--- config.mk ---
export PLATFORM = sky130hd
export DESIGN_NAME = mul_flop_syn_filt_flat
export DESIGN_NICKNAME = d
export VERILOG_FILES = /design/src/rtl/mul_flop_syn_filt_if.sv /design/src/rtl/mul_flop_syn_filt.sv /design/src/flat_wrapper.sv
export SDC_FILE = /design/constraint.sdc
export NUM_CORES = 1
export LEC_CHECK = 0
export ABC_AREA = 0
export CAP_MARGIN = 20
export CORE_MARGIN = 5
export CORE_UTILIZATION = 55
export DETAILED_ROUTE_END_ITERATION = 7
export GPL_TIMING_DRIVEN = 0
export MAX_ROUTING_LAYER = met4
export PLACE_DENSITY = 0.92
export SKIP_LAST_GASP = 1
export SYNTH_ARGS = -nofsm -noshare
export SYNTH_HDL_FRONTEND = slang
export SYNTH_SLANG_ARGS = --single-unit
--- constraint.sdc ---
create_clock -name clk -period 2.81 [get_ports clk]
set_input_delay 0.562 -clock clk [delete_from_list [all_inputs] [get_ports clk]]
set_output_delay 0.562 -clock clk [all_outputs]
set_load 0.05 [all_outputs]
--- src/rtl/mul_flop_syn_filt_if.sv ---
// Level-input bundle of the multi-channel synchronizer/debouncer: async levels in,
// filtered levels and edge pulses out.
interface mul_flop_syn_filt_if #(
    parameter int WIDTH = 4
);
    logic [WIDTH-1:0] din;
    logic             sample_en;
    logic [WIDTH-1:0] dout;
    logic [WIDTH-1:0] rise;
    logic [WIDTH-1:0] fall;
    logic             any_chg;

    modport master (
        output din,
        output sample_en,
        input  dout,
        input  rise,
        input  fall,
        input  any_chg
    );

    modport slave (
        input  din,
        input  sample_en,
        output dout,
        output rise,
        output fall,
        output any_chg
    );
endinterface

--- src/rtl/mul_flop_syn_filt.sv ---
// Bank of WIDTH async level inputs: per-channel synchronizer chain, FILTER_LEN-sample
// debounce filter and registered rise/fall/any-change pulses, all in the clk domain.
module mul_flop_syn_filt #(
    parameter int               WIDTH       = 4,
    parameter int               SYNC_STAGES = 2,
    parameter int               FILTER_LEN  = 4,
    parameter logic [WIDTH-1:0] RST_VAL     = '0
) (
    input  logic                 clk,
    input  logic                 rst,
    mul_flop_syn_filt_if.slave   bus
);

    localparam int CNT_W = $clog2(FILTER_LEN + 1);
    localparam logic [CNT_W-1:0] CNT_LAST = CNT_W'(FILTER_LEN - 1);
    localparam logic [CNT_W-1:0] CNT_MAX  = {CNT_W{1'b1}};

    // Counter step that cannot wrap, so a corrupted count can never alias to zero.
    function automatic logic [CNT_W-1:0] sat_inc(input logic [CNT_W-1:0] c);
        return (c == CNT_MAX) ? c : c + CNT_W'(1);
    endfunction

    logic [SYNC_STAGES-1:0][WIDTH-1:0] sync_p0;
    logic [WIDTH-1:0]                  s_p0;

    logic [WIDTH-1:0][CNT_W-1:0]       cnt_p1;
    logic [WIDTH-1:0][CNT_W-1:0]       cnt_nxt;
    logic [WIDTH-1:0]                  dout_p1;
    logic [WIDTH-1:0]                  dout_nxt;
    logic [WIDTH-1:0]                  rise_p1;
    logic [WIDTH-1:0]                  rise_nxt;
    logic [WIDTH-1:0]                  fall_p1;
    logic [WIDTH-1:0]                  fall_nxt;
    logic                              any_chg_p1;
    logic                              any_chg_nxt;

    // ---- stage p0: synchronizer chain, only sync_p0[0] ever samples din ----
    always_ff @(posedge clk or negedge rst) begin
        if (!rst) begin
            for (int k = 0; k < SYNC_STAGES; k++) begin
                sync_p0[k] <= RST_VAL;
            end
        end else begin
            sync_p0[0] <= bus.din;
            for (int k = 1; k < SYNC_STAGES; k++) begin
                sync_p0[k] <= sync_p0[k-1];
            end
        end
    end

    assign s_p0 = sync_p0[SYNC_STAGES-1];

    // ---- stage p1: debounce filter and edge pulses ----
    always_comb begin
        cnt_nxt  = cnt_p1;
        dout_nxt = dout_p1;
        rise_nxt = '0;
        fall_nxt = '0;
        for (int i = 0; i < WIDTH; i++) begin
            if (s_p0[i] == dout_p1[i]) begin
                cnt_nxt[i] = '0;
            end else if (bus.sample_en && (cnt_p1[i] == CNT_LAST)) begin
                dout_nxt[i] = s_p0[i];
                cnt_nxt[i]  = '0;
                rise_nxt[i] = s_p0[i];
                fall_nxt[i] = ~s_p0[i];
            end else if (bus.sample_en) begin
                cnt_nxt[i] = sat_inc(cnt_p1[i]);
            end
        end
        any_chg_nxt = |(rise_nxt | fall_nxt);
    end

    always_ff @(posedge clk or negedge rst) begin
        if (!rst) begin
            cnt_p1     <= '0;
            dout_p1    <= RST_VAL;
            rise_p1    <= '0;
            fall_p1    <= '0;
            any_chg_p1 <= 1'b0;
        end else begin
            cnt_p1     <= cnt_nxt;
            dout_p1    <= dout_nxt;
            rise_p1    <= rise_nxt;
            fall_p1    <= fall_nxt;
            any_chg_p1 <= any_chg_nxt;
        end
    end

    assign bus.dout    = dout_p1;
    assign bus.rise    = rise_p1;
    assign bus.fall    = fall_p1;
    assign bus.any_chg = any_chg_p1;

endmodule
--- src/flat_wrapper.sv ---
// flat-port wrapper written by rule: the top's interface ports become plain ports
module mul_flop_syn_filt_flat 
#(
    parameter int               WIDTH       = 4,
    parameter int               SYNC_STAGES = 2,
    parameter int               FILTER_LEN  = 4,
    parameter logic [WIDTH-1:0] RST_VAL     = '0
)
  (clk, rst, bus_din, bus_sample_en, bus_dout, bus_rise, bus_fall, bus_any_chg);
  mul_flop_syn_filt_if #(.WIDTH(WIDTH)) bus_i ();
  input  logic clk;
  input  logic rst;
  input wire logic [$bits(bus_i.din)-1:0] bus_din;
  input wire logic [$bits(bus_i.sample_en)-1:0] bus_sample_en;
  output wire logic [$bits(bus_i.dout)-1:0] bus_dout;
  output wire logic [$bits(bus_i.rise)-1:0] bus_rise;
  output wire logic [$bits(bus_i.fall)-1:0] bus_fall;
  output wire logic [$bits(bus_i.any_chg)-1:0] bus_any_chg;
  assign bus_i.din = bus_din;
  assign bus_i.sample_en = bus_sample_en;
  assign bus_dout = bus_i.dout;
  assign bus_rise = bus_i.rise;
  assign bus_fall = bus_i.fall;
  assign bus_any_chg = bus_i.any_chg;
  mul_flop_syn_filt #(.WIDTH(WIDTH), .SYNC_STAGES(SYNC_STAGES), .FILTER_LEN(FILTER_LEN), .RST_VAL(RST_VAL)) u_core (.clk(clk), .rst(rst), .bus(bus_i));
endmodule
After elaboration in Yosys (flattened, before gate mapping). Cells that the tools add are included. Widths: inputs -> output; s select.

Flip-flop bits (word level): 33. Bits of input ports: 7. Output and inout port bits: 13. Word-level logic and storage cells: 91.

Add/sub/neg operators: 4. Eq/ne operators: 16. Mux-type cells: 32. Bitwise gates (word level): 9. Reduce and logical (&&, ||, !) cells: 17.

Operator list (count): $mux 3 (16); $mux 1 (16); $reduce_and 2->1 (8); $add 3x1->3 const B (4); $eq 3x2->1 const B (4); $eq 3x3->1 const B (4); $ne 3x1->1 const B (4); $reduce_bool 3->1 (4); $not 1->1 (8); $eq 1x1->1 (4); $logic_and 1x1->1 (4); $or 4x4->4 (1); $reduce_or 4->1 (1).

Longest topological paths before layout.
Word-level depth: 6. Depth in mapped cells: 4. Depth with buffers taken out: 4.

Worst setup path after synthesis. No wires, ideal clock.

Path type: reg-to-reg. Start point: register u_core.dout_p1[2] (netlist: u_core.bus.dout[2]). End point: register u_core.any_chg_p1 (netlist: u_core.bus.any_chg). Setup time: 145 ps. Arrival time: 1174 ps. Required time: 2665 ps. Slack: 1492 ps. Stages on the path, launching flop included: 4. Buffers on the path: 0. Clock period less this slack: 1318 ps. Cell sequence: dfrtp_1 > xnor2_1 > o22a_1 > o221ai_1.

Word-level cells in the longest chain between the ends: 4. Elaborated cells on any way between the ends: 5. Classes of those cells: eq/ne (1); mux (2); bitwise (1); reduce/logical (1).

RTL lines: from (decl) (RTL line mul_flop_syn_filt.sv:28) `logic [WIDTH-1:0] dout_p1;`; from (signal assigned) (RTL line mul_flop_syn_filt.sv:83) `dout_p1 <= dout_nxt;`; $eq 1x1->1 (*) (RTL line mul_flop_syn_filt.sv:60) `if (s_p0[i] == dout_p1[i]) begin`; $mux 1 (RTL line mul_flop_syn_filt.sv:60); $or 4x4->4 (*) (RTL line mul_flop_syn_filt.sv:71) `any_chg_nxt = |(rise_nxt | fall_nxt);`; $reduce_or 4->1 (*) (RTL line mul_flop_syn_filt.sv:71); via u_core.any_chg_nxt (RTL line mul_flop_syn_filt.sv:35) `logic any_chg_nxt;`; to (signal assigned) (RTL line mul_flop_syn_filt.sv:86) `any_chg_p1 <= any_chg_nxt;`; to (decl) (RTL line mul_flop_syn_filt.sv:34) `logic any_chg_p1;`.

The timed path passes the listed nets; every way through them passes the cells marked *. A chain may end at the register's enable or synchronous reset.

Worst setup path after layout.
Start point: register u_core.dout_p1[2] (netlist: u_core.bus.dout[2]). End point: output port bus_dout[2].

RTL lines: to (decl) (RTL line flat_wrapper.sv:15) `output wire logic [$bits(bus_i.dout)-1:0] bus_dout;`.

No word-level cell between the ends.

==> metrics.txt <==
worst reg2reg path startpoint u_core.cnt_p1[6]; filler cell count 151; RSZ-0062 raised after global routing false; Post-route DRC 0; post-synthesis simple-gate area fraction around 14%; TritonCTS clock tree built; 1st-iter DRT viols 5; synth top area cells dfrtp_1 65%, nor3b_1 5.9%, ha_1 3.9%, mux2_2 3.5%, a32oi_1 2.7%; Peak supply drop about 0.0006 V; multi-input logic area about 430 um2; Starting Density between 50 and 60%; leakage about 0.72 nW; Skew-Pair Late Insertion Delay between 0.3 and 0.4 ns; Area Overhead vs Synth 25.2%; Final setup viols 0; Post-DRT Antenna Nets 0; Hold Crit Class flop to flop; # hold bufs at CTS 0; switch share 33.2%; pin count of the biggest net entering global routing 18; worst-path fanout max 5; setup skew after layout roughly 0.0030 ns; critical path class flop to output port; fmax 465 MHz; Compound-Gate Fraction of Synth Area 8.80%; total setup buffers inserted after CTS 0; H-tree depth 2; crit share post-route roughly three quarters; WP data arrival around 1.6 ns; I/O pins 20; setup TNS 0 ns; crit-path cells clkdlybuf4s50_1; Tot Pwr roughly 1.3 mW; max-slew violation count 0; Post-Synth XOR/XNOR Area under 10%; area of placed instances ~1500 um2; sequential power share between 40% and 50%; Vias 773; CP peak stage delay about 0.83 ns; final wirelength around 2.1 mm; Chip Width just under 60 um; slew at the pin closest to its max-slew limit between 0.7 and 0.8 ns; full die area between 3000 and 4000 um2; Synth Net Count between 100 and 150; beginning of the critical path u_core.bus.dout[2]; critical path's slowest cell clkdlybuf4s50_1; Rows 17; CP endpoint kind output port; share of power burned in combinational logic around 29%; Clock power frac between 20% and 30%; Syn Area/Cell 13.9 um2; Final Hold Fails 0; Worst Path Required between 2 and 2.5 ns; P_int 0.842 mW; layout cells sized above 1 approximately 15%; Yosys top cell area share between 60 and 70%; met2 usage 27.1%; Worst path top cell family by delay buffers and inverters; Worst-path clk slew 0.09 ns; grt peak-use layer met2; Pwr Density around 790 nW/um2; CTS Sinks 33; Design Area, Final 1600 um2; FF+latch area 826 um2; core area about 2200 um2; synth warn 0; Sw Pwr ~0.42 mW; cell taking the most area after synthesis dfrtp_1; outcome completed; worst rel slew slack a little under half; min Tclk post-route between 2 and 2.5 ns; first-pass GRT wire length between 3 and 4 mm; aggregate global-route resource usage 16.0%; Die Y roughly 58 um; largest family of logic cells by synthesized area simple AND/OR/NAND/NOR gates; WL/cell 14.3 um; Antenna diodes 0; vias per cell approximately 5.2; vias in the first global route a little over 800; nets 130; #FFs+latches synth 33; Max-Cap Viols 0; Synth Cell Area 1280 um2; register area share after synthesis 64.5%; post-synthesis mux area share roughly 3.5%; post-DP HPWL ~1.6 mm; Syn Inst Count 92; Initial DRT Pass Iterations 3; port bufs 19; Synth cell types 17; Hold Path Origin u_core.sync_p0[3]; global route overflow 0; adder-cell share of the synthesized area approximately 3.9%; GP Congestion 0.656; Buffers & Inverters on Critical Path 1; Critical Path Source Type flop; Resize count post-CTS 0; total CTS buffers 5; M1 GR Usage 16.9%; Max Buffers Root-to-Sink 2; antenna violations before repair 0; clock root cell clkbuf_4; M3 GR Usage about 5.3%
-- kinds of logic after synthesis --
logic type	count (synthesis)
DFF	33
and+or+nand+nor	28
AOI/OAI and AO/OA	14
buffers and inverters	5
xor gates and xnor gates	4
muxes	4
adders and majority gates	4
-- routing by layer --
layer	up-vias	wire [um]	part of all wire (%)
met1	371	848	40
met3	5	86	4.1
li1	383	-	-
met2	14	1130	53
met4	0	51	2.4
met5	-	0	0
-- state kept, by name (all words and copies together), names as in the netlist --
register and flops:
u_core.bus.rise 4, u_core.bus.fall 4, u_core.sync_p0 4, u_core.cnt_p1 12, u_core.bus.dout 4, u_core.s_p0 4
u_core.bus.any_chg 1
-- through the flow --
step	cells	hold WS (ns)	utilization, %	setup slack (ns)
2_1_floorplan	92	0.266	-	1.49
3_3_place_gp	139	0.333	68.0	0.670
3_5_place_dp	140	0.337	69.3	0.870
4_1_cts	148	0.365	72.5	0.635
5_1_grt	148	0.365	72.5	0.558
6_report	148	0.361	72.5	0.661
-- cells in the final DEF (no fill, tap or decap), drive strengths merged --
cell / count
xnor2: 4
o221ai: 1
ha: 4
a21bo: 4
nor2b: 4
nand3b: 4
clkbuf: 7
buf: 2
clkdlybuf4s50: 19
nor2: 8
clkinv: 1
inv: 4
a21oi: 4
nor3b: 12
dfrtp: 33
a32oi: 4
o22a: 1
mux2: 4
-- cells in the mapped netlist --
master and count:
o22a_1 1, buf_6 1, o221ai_1 1, nor3b_1 10, nor2_1 8, a21bo_2 2
xnor2_1 4, ha_1 4, nor3b_2 2, nand3b_1 4, a32oi_1 4, a21bo_1 2
mux2_2 4, dfrtp_1 33, a21oi_1 4, inv_1 4, nor2b_1 4
-- final cells by class --
type,instances,share of cell area [%]
Clock buffer,7,4.06
Timing Repair Buffer,20,13.6
Clock inverter,1,0.312
Buffer,1,0.703
Multi-Input combinational cell,54,26.7
Sequential cell,33,51.5
Inverter,4,0.937
Tap cell,28,2.19
-- power by group through the flow --
stage	Combinational [mW]	Clock (mW)	Sequential (mW)
2_1_floorplan	0.155	0	0.699
3_3_place_gp	0.337	0	0.609
3_5_place_dp	0.361	0	0.618
4_1_cts	0.365	0.300	0.611
5_1_grt	0.395	0.319	0.624
6_report	0.362	0.289	0.610
-- worst paths after layout --
check | endpoint | slack, ns | depth (start not counted)
setup / recovery | bus_dout[2] | 0.66 | 1
hold / removal | u_core.s_p0[3] | 0.36 | 0
setup reg to reg | u_core.bus.dout[2] | 1.44 | 3
hold reg to reg | u_core.s_p0[3] | 0.36 | 0
max in group asynchronous | u_core.cnt_p1[0] | 1.59 | 2
min in group asynchronous | u_core.bus.fall[2] | 0.69 | 1
Power figures use the tool's default switching activity.
